### config.mk
export PLATFORM = sky130hd
export DESIGN_NAME = dbus_poll_master
export DESIGN_NICKNAME = d
export VERILOG_FILES = /design/src/rtl/dbus_poll_master.sv
export SDC_FILE = /design/constraint.sdc
export NUM_CORES = 1
export LEC_CHECK = 0
export ABC_CLOCK_PERIOD_IN_PS = 3800
export BUFFER_PORTS_ARGS = -buffer_cell sky130_fd_sc_hd__buf_4
export CORE_MARGIN = 5
export CORE_UTILIZATION = 50
export CTS_BUF_LIST = sky130_fd_sc_hd__clkbuf_4
export CTS_CLUSTER_DIAMETER = 50
export DETAILED_ROUTE_END_ITERATION = 6
export GPL_TIMING_DRIVEN = 1
export PLACE_DENSITY = 0.9
export SYNTH_ARGS = -nofsm -noshare
export SYNTH_HDL_FRONTEND = slang
export SYNTH_SLANG_ARGS = --single-unit
### constraint.sdc
create_clock -name clk -period 3.8 [get_ports clk]
set_clock_uncertainty 0.15 [all_clocks]
set_input_delay 0.95 -clock clk [delete_from_list [all_inputs] [get_ports clk]]
set_output_delay 0.95 -clock clk [all_outputs]
set_load 0.01 [all_outputs]
### src/rtl/dbus_poll_master.sv
// Purpose : periodically reads SRC_ADDR over a DATA_BUS initiator port and writes the value to DST_ADDR when it changes.
// Latency : a poll starts POLL_CYCLES idle cycles after the last one; one transaction outstanding, min poll period POLL_CYCLES+2.
// Backpres: request outputs are held stable until gnt; wait states stall on rvalid (bounded by RSP_TIMEOUT when enabled).
//
// Ports:
//   clk, rst            single rising-edge clock, asynchronous active-high reset
//   enable              polling permitted while high (an in-flight transaction always completes)
//   dmst_req/addr/we/be/wdata   bus request outputs; idle values are 0 with be=4'hF
//   dmst_gnt/rvalid/rdata       bus grant and response inputs
//   last_val            most recent value read from SRC_ADDR
//   xfer_cnt            completed DST_ADDR writes, wraps at 16 bits
//   busy                high whenever the FSM is not IDLE
//   err                 sticky response timeout flag
//
// Optional feature: define DBUS_POLL_TIMEOUT_EN to build the response timeout
// counter; without it the wait states wait forever and err is tied low.

module dbus_poll_master #(
    parameter int unsigned POLL_CYCLES = 1000,
    parameter logic [31:0] SRC_ADDR    = 32'h0000_0000,
    parameter logic [31:0] DST_ADDR    = 32'h0000_0004,
    parameter int unsigned RSP_TIMEOUT = 64
) (
    input  logic        clk,
    input  logic        rst,
    input  logic        enable,
    output logic        dmst_req,
    output logic [31:0] dmst_addr,
    output logic        dmst_we,
    output logic [3:0]  dmst_be,
    output logic [31:0] dmst_wdata,
    input  logic        dmst_gnt,
    input  logic        dmst_rvalid,
    input  logic [31:0] dmst_rdata,
    output logic [31:0] last_val,
    output logic [15:0] xfer_cnt,
    output logic        busy,
    output logic        err
);

    localparam int CW = (POLL_CYCLES > 1) ? $clog2(POLL_CYCLES) : 1;
    localparam logic [CW-1:0] RELOAD = CW'(POLL_CYCLES - 1);

    // Elaboration-time sanity check on the parameters.
    if ((POLL_CYCLES < 1) || (RSP_TIMEOUT < 1)) begin : g_param_check
        $error("dbus_poll_master: POLL_CYCLES and RSP_TIMEOUT must be at least 1");
    end

    typedef enum logic [2:0] {
        IDLE    = 3'd0,
        RD_REQ  = 3'd1,
        RD_WAIT = 3'd2,
        WR_REQ  = 3'd3,
        WR_WAIT = 3'd4
    } state_t;

    state_t          state;
    state_t          state_nxt;
    logic [CW-1:0]   cnt;
    logic            first;
    logic            in_wait;
    logic            timeout;

    assign in_wait = (state == RD_WAIT) || (state == WR_WAIT);

`ifdef DBUS_POLL_TIMEOUT_EN
    localparam int TW = $clog2(RSP_TIMEOUT + 1);
    logic [TW-1:0] tcnt;

    // Counts wait-state cycles without rvalid; cleared in every other state
    // so each transaction gets a fresh budget of RSP_TIMEOUT cycles.
    always_ff @(posedge clk or posedge rst) begin
        if (rst) begin
            tcnt <= '0;
        end else if (in_wait && !dmst_rvalid) begin
            tcnt <= tcnt + 1'b1;
        end else begin
            tcnt <= '0;
        end
    end

    assign timeout = in_wait && !dmst_rvalid && (tcnt == TW'(RSP_TIMEOUT - 1));

    always_ff @(posedge clk or posedge rst) begin
        if (rst) begin
            err <= 1'b0;
        end else if (timeout) begin
            err <= 1'b1;
        end
    end
`else
    assign timeout = 1'b0;
    assign err     = 1'b0;
`endif

    always_ff @(posedge clk or posedge rst) begin
        if (rst) begin
            state <= IDLE;
        end else begin
            state <= state_nxt;
        end
    end

    always_comb begin
        state_nxt  = state;
        dmst_req   = 1'b0;
        dmst_we    = 1'b0;
        dmst_addr  = 32'h0;
        dmst_wdata = 32'h0;
        dmst_be    = 4'hF;
        case (state)
            IDLE: begin
                if (enable && (cnt == '0)) begin
                    state_nxt = RD_REQ;
                end
            end
            RD_REQ: begin
                dmst_req  = 1'b1;
                dmst_addr = SRC_ADDR;
                if (dmst_gnt) begin
                    state_nxt = RD_WAIT;
                end
            end
            RD_WAIT: begin
                // The first poll after reset always writes, even if the value
                // happens to match the reset value of last_val.
                if (dmst_rvalid) begin
                    state_nxt = (first || (dmst_rdata != last_val)) ? WR_REQ : IDLE;
                end else if (timeout) begin
                    state_nxt = IDLE;
                end
            end
            WR_REQ: begin
                dmst_req   = 1'b1;
                dmst_we    = 1'b1;
                dmst_addr  = DST_ADDR;
                dmst_wdata = last_val;
                if (dmst_gnt) begin
                    state_nxt = WR_WAIT;
                end
            end
            WR_WAIT: begin
                if (dmst_rvalid || timeout) begin
                    state_nxt = IDLE;
                end
            end
            default: state_nxt = IDLE;
        endcase
    end

    assign busy = (state != IDLE);

    // Interval counter: reloaded while a poll is in flight, so after the
    // transaction it restarts a full POLL_CYCLES interval; frozen while
    // enable is low.
    always_ff @(posedge clk or posedge rst) begin
        if (rst) begin
            cnt <= RELOAD;
        end else if (state != IDLE) begin
            cnt <= RELOAD;
        end else if (enable) begin
            cnt <= (cnt == '0) ? RELOAD : cnt - 1'b1;
        end
    end

    always_ff @(posedge clk or posedge rst) begin
        if (rst) begin
            last_val <= 32'h0;
            first    <= 1'b1;
            xfer_cnt <= 16'h0;
        end else begin
            if ((state == RD_WAIT) && dmst_rvalid) begin
                last_val <= dmst_rdata;
                first    <= 1'b0;
            end
            if ((state == WR_WAIT) && dmst_rvalid) begin
                xfer_cnt <= xfer_cnt + 16'd1;
            end
        end
    end

endmodule

==> metrics.cfg <==
[synthesis]
ys_ff_latch=62
synth_area_um2=3500
synthMostInstantiatedCell=dfrtp_1
synth_edf_count=0
synth.distinct_cells=41
synth_top_area_cell=dfrtp_1
synth_commonest_cells=dfrtp_1, buf_4, and3_1, mux2_1, xor2_1
syn_avg_cell_area_um2=10.9
synth_flop_cell=dfrtp_1
ys_seq_area_share_pct=44.6
synth_area_leaders=dfrtp_1, mux2_1, xor2_1, buf_4, dfstp_2
yosysTopAreaCellShare_pct=37.8
synthArstFlopShare_pct=100
synth_cells=323
yosysWarnings=0

[finish]
layout-drive-gt1-share_pct=35.7
multiInputGateArea_um2=1710
nets=480
utilization_pct=66.7
area_growth_pct=29.3
area.sequential_um2=1560
fin_cells=542
insertedDiodeCount=0
num-fill-cells=540

[drt]
drtIter0Drc=76
first_pass_iters=4
drc=0
ant_nets=0
detail_route.vias_per_cell=5.07
wl_per_cell_um=15.8
num_vias=2746
wirelength_mm=8.55

[sta]
rsz0062_at_grt=no
min_period_ns=3.17
post-route-period-util_pct=83.3
whs_ns=0.343
setup_viol=0
relSlewSlack_pct=26.2
tightest_slew_ns=1.11
fmax_mhz=316
timing.setup.tns_ns=0
slew_viol_final=0
finalHoldViolCount=0

[setup_path]
cp_top_family=simple AND/OR/NAND/NOR gates
cp_max_fo=22
cp_common_cell=buf_4
startpoint_type=flop
cp_data_arrival_time_ns=2.07
critPathMaxStageDelay_ns=0.52
path_buf_inv=2
cp_data_required_time_ns=2.70
critPathKind=reg2out
end_kind=output port
worstPathCellList=nor2b_2 -> buf_4 -> and3_1 -> buf_4
slowest_stage=dfrtp_1

[clocking]
clkLatencyLatePin_ns=0.41
cts_made_buffers=9
ctsHtreeMaxLevel=3
cts.path.max_buffers=2
cts_resized=0
clk_pin_slew_ns=0.12
cts_sinks=62
cts_hold_buffers=0
post-cts-setup-buffer-count=0
cts_tree=yes
cts_root_buf=clkbuf_4

[floorplan]
rows=30
num_io_pins=157
start_util_pct=51.6
die_w_um=93.7
die_area_um2=8780
dieHeight_um=93.7
core_area_um2=6790

[grt]
track_usage_pct=19.9
antenna_found_initial=0
grt_pass1_vias=2900
grt_max_degree=63
overflow=0
grt_pass1_wl_mm=13.7

[placement]
io_buffers=120
place_congestion=0.823
dp_hpwl_mm=6.56
placedCellCount=526

[pwr]
vdd_drop_max_uv=475
powerDensity_nw_per_um2=699
p_leak_nw=2.31
power_mw=3.17

[status]
outcome=completed

[flow_run]
maxCapViolCount=0

[worst_hold_path]
hold_path.class=reg2reg

-- worst paths after layout --
path | start | to | slack [ns] | cells past startpoint
min reg2reg | first | first | 0.34 | 1
min | first | first | 0.34 | 1
max in group asynchronous | rst | last_val[22] | 2.39 | 3
max reg2reg | state[1] | cnt[5] | 1.24 | 5
min in group asynchronous | rst | xfer_cnt[13] | 0.59 | 3
max | state[0] | dmst_wdata[12] | 0.63 | 4
-- sequential cells by signal, indices dropped and copies added, names as in the netlist --
register / cells
last_val: 32
first: 1
xfer_cnt: 16
cnt: 10
state: 3
-- layer usage --
layer | GRT usage (%) | part of all wire, %
met1 | 22.8 | 38
met2 | 34.0 | 50
met3 | 6.33 | 9.3
met4 | 8.78 | 1.9
met5 | 0 | 0
-- layout by cell type (no fill, tap or decap), drive strengths merged --
cell type | Yosys | final
and3 | 35 | 35
and4bb | 1 | 1
or4 | 1 | 1
or2 | 1 | 1
o21ai | 4 | 4
nor3 | 4 | 4
nand3 | 12 | 12
conb | 2 | 36
nor3b | 1 | 1
and4 | 2 | 2
and2 | 4 | 4
inv | 6 | 9
nor4 | 11 | 11
mux2 | 34 | 34
nand2 | 15 | 15
clkbuf | 7 | 9
a311oi | 1 | 1
a21oi | 2 | 2
clkinv | 0 | 1
and2b | 1 | 1
dfrtp | 53 | 53
o31a | 2 | 2
nor2 | 7 | 7
buf | 43 | 123
bufinv | 0 | 3
ha | 2 | 2
nand4 | 4 | 4
xnor2 | 20 | 20
xor2 | 33 | 33
nor4b | 1 | 1
dfstp | 9 | 9
or3 | 1 | 1
o22ai | 1 | 1
nand2b | 1 | 1
nor2b | 2 | 2
-- report_power, final --
group / internal (mW) / switching (mW) / total [mW]
Combinational: 0.722 / 0.636 / 1.36
Sequential: 0.875 / 0.315 / 1.19
Clock: 0.343 / 0.274 / 0.617
Total: 1.94 / 1.23 / 3.17
-- cell families (layout without fill, tap and decap cells) --
kind of cell / after synthesis / in the layout / share of synthesized area [%]
AO/OA/AOI/OAI: 10 / 10 / 1.96
XOR/XNOR: 53 / 53 / 13.2
adder cells (fa/ha/maj): 2 / 2 / 0.714
buffers and inverters: 56 / 145 / 10.4
flip-flops: 62 / 62 / 44.6
multiplexers: 34 / 34 / 10.9
other: 2 / 36 / 0.214
AND/OR/NAND/NOR: 104 / 104 / 17.9
-- metrics by stage --
step / setup WS (ns) / instance area (um2)
floorplan: 1.17 / 3630
global placement: 1.16 / 4340
detailed placement: 1.11 / 4340
CTS: 0.622 / 4530
global route: 0.459 / 4530
finish: 0.633 / 4530
-- layout make-up --
class                   count  area share (%)
inverters                   6           0.497
flip-flops and latches     62            34.5
clock inverters             7            2.82
multi-input cells         239            37.7
clock buffers               9            1.49
well taps                  96            2.65
repair buffers            123            20.4
Note: power is estimated with default switching activity, not from simulation.
